$ cat src/rtl/time_set_controller.sv
// time_set_controller: manual time-setting sequencer for the clock.
// Walks the user through hours then minutes using two debounced buttons.
// It shows the edited field blinking and issues a one-cycle load pulse on commit.
// Optional feature macro: TIME_SET_AUTOREPEAT_EN. When it is defined, holding
// btn_inc auto-repeats increments.
module time_set_controller #(
  parameter int unsigned TIMEOUT_CYCLES = 500_000_000,
  parameter int unsigned BLINK_HALF     = 12_500_000,
  parameter int unsigned REPEAT_DELAY   = 25_000_000,
  parameter int unsigned REPEAT_PERIOD  = 5_000_000
) (
  input  logic       clk,
  input  logic       rst_n,
  input  logic       btn_mode,
  input  logic       btn_inc,
  input  logic [6:0] minutes,
  input  logic [5:0] hours,
  output logic [6:0] minutes_settings,
  output logic [5:0] hours_settings,
  output logic       settings_signal,
  output logic       time_load,
  output logic       hours_vis,
  output logic       minutes_vis
);

  localparam int TO_W = $clog2(TIMEOUT_CYCLES + 1);
  localparam int BL_W = $clog2(BLINK_HALF + 1);

  typedef enum logic [1:0] {IDLE, SET_H, SET_M, COMMIT} state_t;

  state_t          state_q, state_d;
  logic            mode_q, inc_q;
  logic [5:0]      hours_set_q, hours_set_d;
  logic [6:0]      mins_set_q, mins_set_d;
  logic [TO_W-1:0] to_cnt_q, to_cnt_d;
  logic [BL_W-1:0] blink_cnt_q, blink_cnt_d;
  logic            phase_q, phase_d;
  logic            settings_q, settings_d;
  logic            load_q, load_d;
  logic            hvis_q, hvis_d;
  logic            mvis_q, mvis_d;

  logic mode_evt, inc_edge, inc_evt, rpt_evt, in_set;

  assign mode_evt = btn_mode & ~mode_q;
  assign inc_edge = btn_inc & ~inc_q;
  assign in_set   = (state_q == SET_H) || (state_q == SET_M);
  assign inc_evt  = inc_edge | rpt_evt;

`ifdef TIME_SET_AUTOREPEAT_EN
  localparam int unsigned RPT_MAX = (REPEAT_DELAY > REPEAT_PERIOD) ? REPEAT_DELAY : REPEAT_PERIOD;
  localparam int RPT_W = $clog2(RPT_MAX + 1);

  logic [RPT_W-1:0] rpt_cnt_q;
  logic             rpt_armed_q;
  logic             rpt_hit;

  // The first repeat waits REPEAT_DELAY; later repeats use REPEAT_PERIOD.
  always_comb begin
    rpt_hit = rpt_armed_q ? (rpt_cnt_q == RPT_W'(REPEAT_PERIOD - 1))
                          : (rpt_cnt_q == RPT_W'(REPEAT_DELAY - 1));
  end

  assign rpt_evt = in_set & btn_inc & inc_q & rpt_hit;

  // The hold counter restarts on each fresh press and clears on release or outside set states.
  always_ff @(posedge clk or negedge rst_n) begin
    if (!rst_n) begin
      rpt_cnt_q   <= '0;
      rpt_armed_q <= 1'b0;
    end else if (!in_set || !btn_inc || inc_edge) begin
      rpt_cnt_q   <= '0;
      rpt_armed_q <= 1'b0;
    end else if (rpt_hit) begin
      rpt_cnt_q   <= '0;
      rpt_armed_q <= 1'b1;
    end else begin
      rpt_cnt_q   <= rpt_cnt_q + 1'b1;
    end
  end
`else
  assign rpt_evt = 1'b0;
`endif

  // Next-state, edit, timeout, blink and output decode for the setting sequence.
  always_comb begin
    state_d     = state_q;
    hours_set_d = hours_set_q;
    mins_set_d  = mins_set_q;
    to_cnt_d    = to_cnt_q + 1'b1;
    blink_cnt_d = blink_cnt_q + 1'b1;
    phase_d     = phase_q;

    if (blink_cnt_q == BL_W'(BLINK_HALF - 1)) begin
      blink_cnt_d = '0;
      phase_d     = ~phase_q;
    end

    unique case (state_q)
      IDLE: begin
        if (mode_evt) begin
          hours_set_d = hours;
          mins_set_d  = minutes;
          state_d     = SET_H;
        end
      end
      SET_H: begin
        // A mode event wins over a simultaneous increment.
        if (mode_evt) begin
          state_d = SET_M;
        end else if (inc_evt) begin
          hours_set_d = (hours_set_q == 6'd23) ? 6'd0 : hours_set_q + 6'd1;
        end else if (to_cnt_q == TO_W'(TIMEOUT_CYCLES - 1)) begin
          state_d = IDLE;
        end
      end
      SET_M: begin
        if (mode_evt) begin
          state_d = COMMIT;
        end else if (inc_evt) begin
          mins_set_d = (mins_set_q == 7'd59) ? 7'd0 : mins_set_q + 7'd1;
        end else if (to_cnt_q == TO_W'(TIMEOUT_CYCLES - 1)) begin
          state_d = IDLE;
        end
      end
      COMMIT: state_d = IDLE;
      default: state_d = IDLE;
    endcase

    // Activity or a state change restarts the inactivity timer.
    if (mode_evt || inc_evt || (state_d != state_q) || (state_q == IDLE)) begin
      to_cnt_d = '0;
    end
    // The edited field becomes visible at once on entry or after an increment.
    if ((state_d != state_q) || (in_set && inc_evt && !mode_evt) || (state_q == IDLE)) begin
      blink_cnt_d = '0;
      phase_d     = 1'b1;
    end

    settings_d = (state_d != IDLE);
    load_d     = (state_d == COMMIT);
    hvis_d     = (state_d == SET_H) ? phase_d : 1'b1;
    mvis_d     = (state_d == SET_M) ? phase_d : 1'b1;
  end

  // Register the state, edge detectors, counters and all outputs.
  always_ff @(posedge clk or negedge rst_n) begin
    if (!rst_n) begin
      state_q     <= IDLE;
      mode_q      <= 1'b0;
      inc_q       <= 1'b0;
      hours_set_q <= '0;
      mins_set_q  <= '0;
      to_cnt_q    <= '0;
      blink_cnt_q <= '0;
      phase_q     <= 1'b1;
      settings_q  <= 1'b0;
      load_q      <= 1'b0;
      hvis_q      <= 1'b1;
      mvis_q      <= 1'b1;
    end else begin
      state_q     <= state_d;
      mode_q      <= btn_mode;
      inc_q       <= btn_inc;
      hours_set_q <= hours_set_d;
      mins_set_q  <= mins_set_d;
      to_cnt_q    <= to_cnt_d;
      blink_cnt_q <= blink_cnt_d;
      phase_q     <= phase_d;
      settings_q  <= settings_d;
      load_q      <= load_d;
      hvis_q      <= hvis_d;
      mvis_q      <= mvis_d;
    end
  end

  assign minutes_settings = mins_set_q;
  assign hours_settings   = hours_set_q;
  assign settings_signal  = settings_q;
  assign time_load        = load_q;
  assign hours_vis        = hvis_q;
  assign minutes_vis      = mvis_q;

endmodule

$ cat config.mk
export PLATFORM = sky130hd
export DESIGN_NAME = time_set_controller
export DESIGN_NICKNAME = d
export VERILOG_FILES = /design/src/rtl/time_set_controller.sv
export SDC_FILE = /design/constraint.sdc
export NUM_CORES = 1
export LEC_CHECK = 0
export CAP_MARGIN = 20
export CORE_UTILIZATION = 55
export DETAILED_ROUTE_END_ITERATION = 8
export PLACE_DENSITY = 0.76
export SETUP_SLACK_MARGIN = 0.05
export SKIP_CTS_REPAIR_TIMING = 1
export SYNTH_ARGS = -nofsm -noshare
export SYNTH_HDL_FRONTEND = slang
export SYNTH_SLANG_ARGS = --single-unit
export TNS_END_PERCENT = 1
$ cat constraint.sdc
create_clock -name clk -period 4.9 [get_ports clk]
set_input_delay 0.98 -clock clk [delete_from_list [all_inputs] [get_ports clk]]
set_output_delay 0.98 -clock clk [all_outputs]
set_load 0.02 [all_outputs]
Word-level counts from Yosys, hierarchy flattened. Index checks and enable logic that the tools add are counted.

Register bits: 75. Output and inout port bits: 17. Word-level logic and storage cells: 75.

$add $sub $neg: 4. Equal/unequal tests: 16. Mux-type cells: 23. Bitwise logic cells: 5. Reduce and logical (&&, ||, !) cells: 15.

Operators by type and width (count): 24-bit two-way mux (2); 29-bit by 1-bit adder with 29-bit output (second input constant) (1); 29-bit == test (second input constant) (1); 29-bit two-way mux (1); 7-bit two-way mux (4); 24-bit by 1-bit adder with 24-bit output (second input constant) (1); 24-bit == test (second input constant) (1); 6-bit two-way mux (4); 7-bit one-hot mux with 2 select lines (1); 6-bit one-hot mux with 2 select lines (1); 2-bit two-way mux (5); 2-bit inequality test (second input constant) (5); 2-bit == test (second input constant) (4); 2-bit one-hot mux with 4 select lines (1); 4-bit AND reduction (2); 7-bit by 1-bit adder with 7-bit output (second input constant) (1); 7-bit by 6-bit == test with 1-bit output (second input constant) (1); 6-bit by 1-bit adder with 6-bit output (second input constant) (1); 6-bit by 5-bit == test with 1-bit output (second input constant) (1); 1-bit logical OR (6); 2-bit nonzero test (3); 2-bit by 1-bit == test with 1-bit output (second input constant) (2); 1-bit two-way mux (4); 1-bit inverter (3); 5 further kinds (7).

Longest topological paths before layout.
Word-level depth: 10. Depth in mapped cells: 10. Depth with buffers taken out: 8.

Least setup slack after synthesis. Ideal clock, no wire load.

Kind: input -> register. Start point: input btn_inc. End point: register to_cnt_q[22]. Data arrival time: 2.396 ns. Path slack: 2.385 ns. Stages: 7. Path buffers: 2. Path through: nor2b_1 or4_4 or3_4 o21ai_2 buf_4 buf_6 nor2_1.

Cells in the longest elaborated chain, start to end: 8. Elaborated cells between the ends (all ways): 10. Those cells by class: eq/ne: 1; mux: 5; bitwise: 1; reduce/logical: 3.

RTL lines: start: declaration (line 15) `input logic btn_inc,`; 1-bit AND * (line 46) `assign inc_edge = btn_inc & ~inc_q;`; 2-bit two-way mux (line 120) `end else if (inc_evt) begin`; 2-bit two-way mux (on tied branches) (line 118, 109); 2-bit one-hot mux with 4 select lines (line 99) `unique case (state_q)`; 2-bit inequality test (line 131) `if (mode_evt || inc_evt || (state_d != state_q) || (state_q == IDLE)) begin`; 1-bit logical OR * (2 in series) (line 131); 29-bit two-way mux * (line 131); net to_cnt_d[22] (line 35) `logic [TO_W-1:0] to_cnt_q, to_cnt_d;`; end signal: assignment (line 167) `to_cnt_q <= to_cnt_d;`; end: declaration (line 35).

The timed path passes the listed nets; every way through them passes the cells marked *. A chain may end at the register's enable or synchronous reset.

Final worst setup path.
Start point: input btn_inc. End point: register blink_cnt_q[6].

Cells in the longest elaborated chain, start to end: 8. Elaborated cells between the ends (all ways): 11. Those cells by class: eq/ne: 1; mux: 5; bitwise: 1; reduce/logical: 4.

RTL lines: 1-bit AND * (line 46); 2-bit two-way mux (line 120); 2-bit two-way mux (on tied branches) (line 118, 109); 2-bit one-hot mux with 4 select lines (line 99); 2-bit inequality test (line 135) `if ((state_d != state_q) || (in_set && inc_evt && !mode_evt) || (state_q == IDLE)) begin`; 1-bit logical OR * (2 in series) (line 135); 24-bit two-way mux * (line 135); net blink_cnt_d[6] (line 36) `logic [BL_W-1:0] blink_cnt_q, blink_cnt_d;`; end signal: assignment (line 168) `blink_cnt_q <= blink_cnt_d;`; end: declaration (line 36).

Marked as above.

==> summary.md <==
| Metric | Value |
|---|---|
| Worst Hold Class | reg2reg |
| Combinational power share | 35.0% |
| Clock-pin slew on the worst setup and hold paths | 0.08 ns |
| Syn nets | 437 |
| Req. time, crit path | 5.10 ns |
| Vias in the first global route | 2805 |
| Grt total ovfl | 0 |
| Post-synthesis cell count | 413 |
| Max Freq | 332 MHz |
| Max cap viols | 0 |
| Antenna violations before repair | 0 |
| Setup crit end kind | flop |
| Leak pwr | 0.00181 µW |
| Die span in x | 86.6 µm |
| Fin. max-slew vios | 0 |
| Nets@finish | 470 |
| Number of diodes | 0 |
| PwrDens | 418 nW/µm² |
| CP arrival | 3.21 ns |
| Vias | 3073 |
| CTS tree | yes |
| Async SR Flop Fraction | 100% |
| Worst-path cell chain | clkdlybuf4s50_1 -> nor2b_1 -> or4_4 -> nor4b_2 -> a211o_1 -> nor2_1 |
| Cell row count | 30 |
| GP Congestion | 0.818 |
| PortBufs | 33 |
| H-tree levels | 3 |
| Largest stage delay, worst path | 0.67 ns |
| P_sw | 719 µW |
| Num CTS Buffers | 9 |
| Area growth syn-to-layout | 14.6% |
| Clock Tree Buf Depth | 2 |
| Pin count of the biggest net entering global routing | 76 |
| Clk_lat worst skew | 0.35 ns |
| Primary FF master, synth | dfrtp_1 |
| Final setup violating endpoints | 0 |
| Starting DRT DRC Count | 138 |
| Worst-margin pin slew | 0.989 ns |
| Ports | 34 |
| Net Sw Frac | 38.2% |
| P_int | 1160 µW |
| Vias per inst | 5.62 |
| Slowest CP cell | a211o_1 |
| Most frequent cells in the layout | dfrtp_1, nor2_1, clkdlybuf4s50_1, xor2_1, nand2_1 |
| Fin Clk Skew | 0.00552 ns |
| Gr usage total | 21.5% |
| Die H | 86.6 µm |
| Max IR drop VDD | 0.217 mV |
| Clock sink total | 75 |
| Status | finished clean |
| Cell area after synthesis | 3930 µm² |
| Post-synth cell types | 51 |
| CP Launch Type | input port |
| Drt total wl | 7580 µm |
| Core area | 6830 µm² |
| Post-DRT Antenna Nets | 0 |
| Post-layout min period | 3.01 ns |
| Flop pwr share | 41.9% |
| Final Power | 1880 µW |
| First-pass GRT wire length | 12600 µm |
| Synth Area per Inst | 9.52 µm² |
| CP max FO | 24 |
| Wire per inst | 13.9 µm |
| RSZ-0062 raised after global routing | false |
| Clock group share of total power | 23.1% |
| DRT Pass-1 Iters | 6 |
| HPWL Detailed | 5080 µm |
| Fraction of layout cells with a size suffix above 1 | 6.43% |
| Hold Vio Cnt, Final | 0 |
| Clk root buf | clkbuf_8 |
| TNS Setup | 0 ns |
| Commonest non-fill, non-tap cell in the layout | dfrtp_1 |
| Die area | 7490 µm² |
| Max-slew headroom | 33.4% |
| FF+latch count, synth | 75 |
| DRC | 0 |
| Filler instances | 562 |
| Post-route clock period utilization | 61.5% |
| Number of synthesized flops with an enable pin | 0 |
| Starting Density | 57.6% |
| Crit path kind | in2reg |
| Seq/Total Area, Yosys | 47.8% |
| Yosys warning total | 0 |
## layer usage
metal / up-vias / share of wire (%) / GRT usage (%)
met2: 68 / 45 / 33.5
met3: 14 / 4.1 / 4.29
met4: 0 / 1.6 / 9.55
met5: - / 0 / 0
li1: 1506 / - / -
met1: 1485 / 50 / 29.3
## through the flow
step / setup slack, ns / utilization [%] / instances / hold slack, ns / instance area [µm²]
after floorplan: 2.39 / - / 413 / 0.444 / 3930
after global placement: 1.60 / 63.3 / 531 / 0.470 / 4330
after detailed placement: 1.55 / 63.3 / 531 / 0.474 / 4330
after CTS: 1.92 / 66.0 / 547 / 0.485 / 4510
after global routing: 1.75 / 66.0 / 547 / 0.522 / 4510
final: 1.89 / 66.0 / 547 / 0.490 / 4510
## flip-flops by register name (all words and copies together) (netlist names), 2 cells and up
register,count
state_q,2
hours_settings,6
to_cnt_q,29
minutes_settings,7
blink_cnt_q,24
## worst max-delay path, delay by kind of cell
family / cells / cell delay [ns]
simple gates: 4 / 1.12
buf+inv: 1 / 0.43
compound gates: 1 / 0.67
## Yosys cell counts (all sizes together), types with 2 or more instances
cell type / n / share of area (%)
nor2b: 8 / 1.3
mux2: 2 / 0.57
clkbuf: 6 / 0.57
and2: 2 / 0.32
dfrtp: 72 / 46
nand4: 13 / 2.1
a31oi: 4 / 0.80
buf: 6 / 0.99
nand3b: 3 / 0.57
nand3: 23 / 2.9
and3: 12 / 1.9
or3: 3 / 0.60
dfstp: 3 / 2.0
and4: 6 / 1.3
o2bb2ai: 2 / 0.45
inv: 16 / 1.5
o31ai: 2 / 0.38
o21ai: 22 / 2.9
nor4b: 3 / 0.83
nor4: 7 / 1.5
ha: 7 / 2.2
nor3: 14 / 1.8
or4: 2 / 0.48
xnor2: 20 / 4.5
nor2: 67 / 6.4
nor3b: 3 / 0.57
mux2i: 4 / 1.0
a21oi: 13 / 1.7
xor2: 27 / 6.0
nand2b: 5 / 0.80
nand2: 24 / 2.3
## final cells by class
class / count / area [µm²] / share of cell area, %
multi-input combinational: 310 / 1930 / 42.8
clock buffer: 12 / 155 / 3.44
timing repair buffer: 34 / 335 / 7.44
sequential: 75 / 1880 / 41.7
tap: 96 / 120 / 2.67
clock inverter: 4 / 25.0 / 0.555
inverter: 16 / 60.1 / 1.33
## logic make-up (layout without fill, tap and decap cells)
| family | after synthesis | in the layout | share of synthesized area, % |
|---|---|---|---|
| AND/OR/NAND/NOR | 198 | 198 | 26.4 |
| flip-flops | 75 | 75 | 47.8 |
| AO/OA/AOI/OAI | 52 | 52 | 8.40 |
| XOR/XNOR | 47 | 47 | 10.5 |
| buffers and inverters | 28 | 66 | 3.09 |
| adder cells (fa/ha/maj) | 7 | 7 | 2.23 |
| multiplexers | 6 | 6 | 1.59 |
## power groups by stage
stage | combinational [µW] | clock [µW] | sequential [µW]
final | 659 | 434 | 788
after global routing | 728 | 468 | 802
after CTS | 659 | 447 | 786
after detailed placement | 659 | 0 | 798
after global placement | 646 | 0 | 794
after floorplan | 384 | 0 | 850
## final timing paths
kind	startpoint	to	slack, ns	cells past startpoint
max	btn_inc	blink_cnt_q[6]	1.89	6
min	blink_cnt_q[0]	blink_cnt_q[0]	0.49	1
max reg2reg	state_q[1]	blink_cnt_q[6]	2.35	7
min reg2reg	blink_cnt_q[0]	blink_cnt_q[0]	0.49	1
max in group asynchronous	rst_n	inc_q	3.52	1
min in group asynchronous	rst_n	hours_settings[4]	0.75	1
No activity file was read; power rests on OpenSTA's default activity.
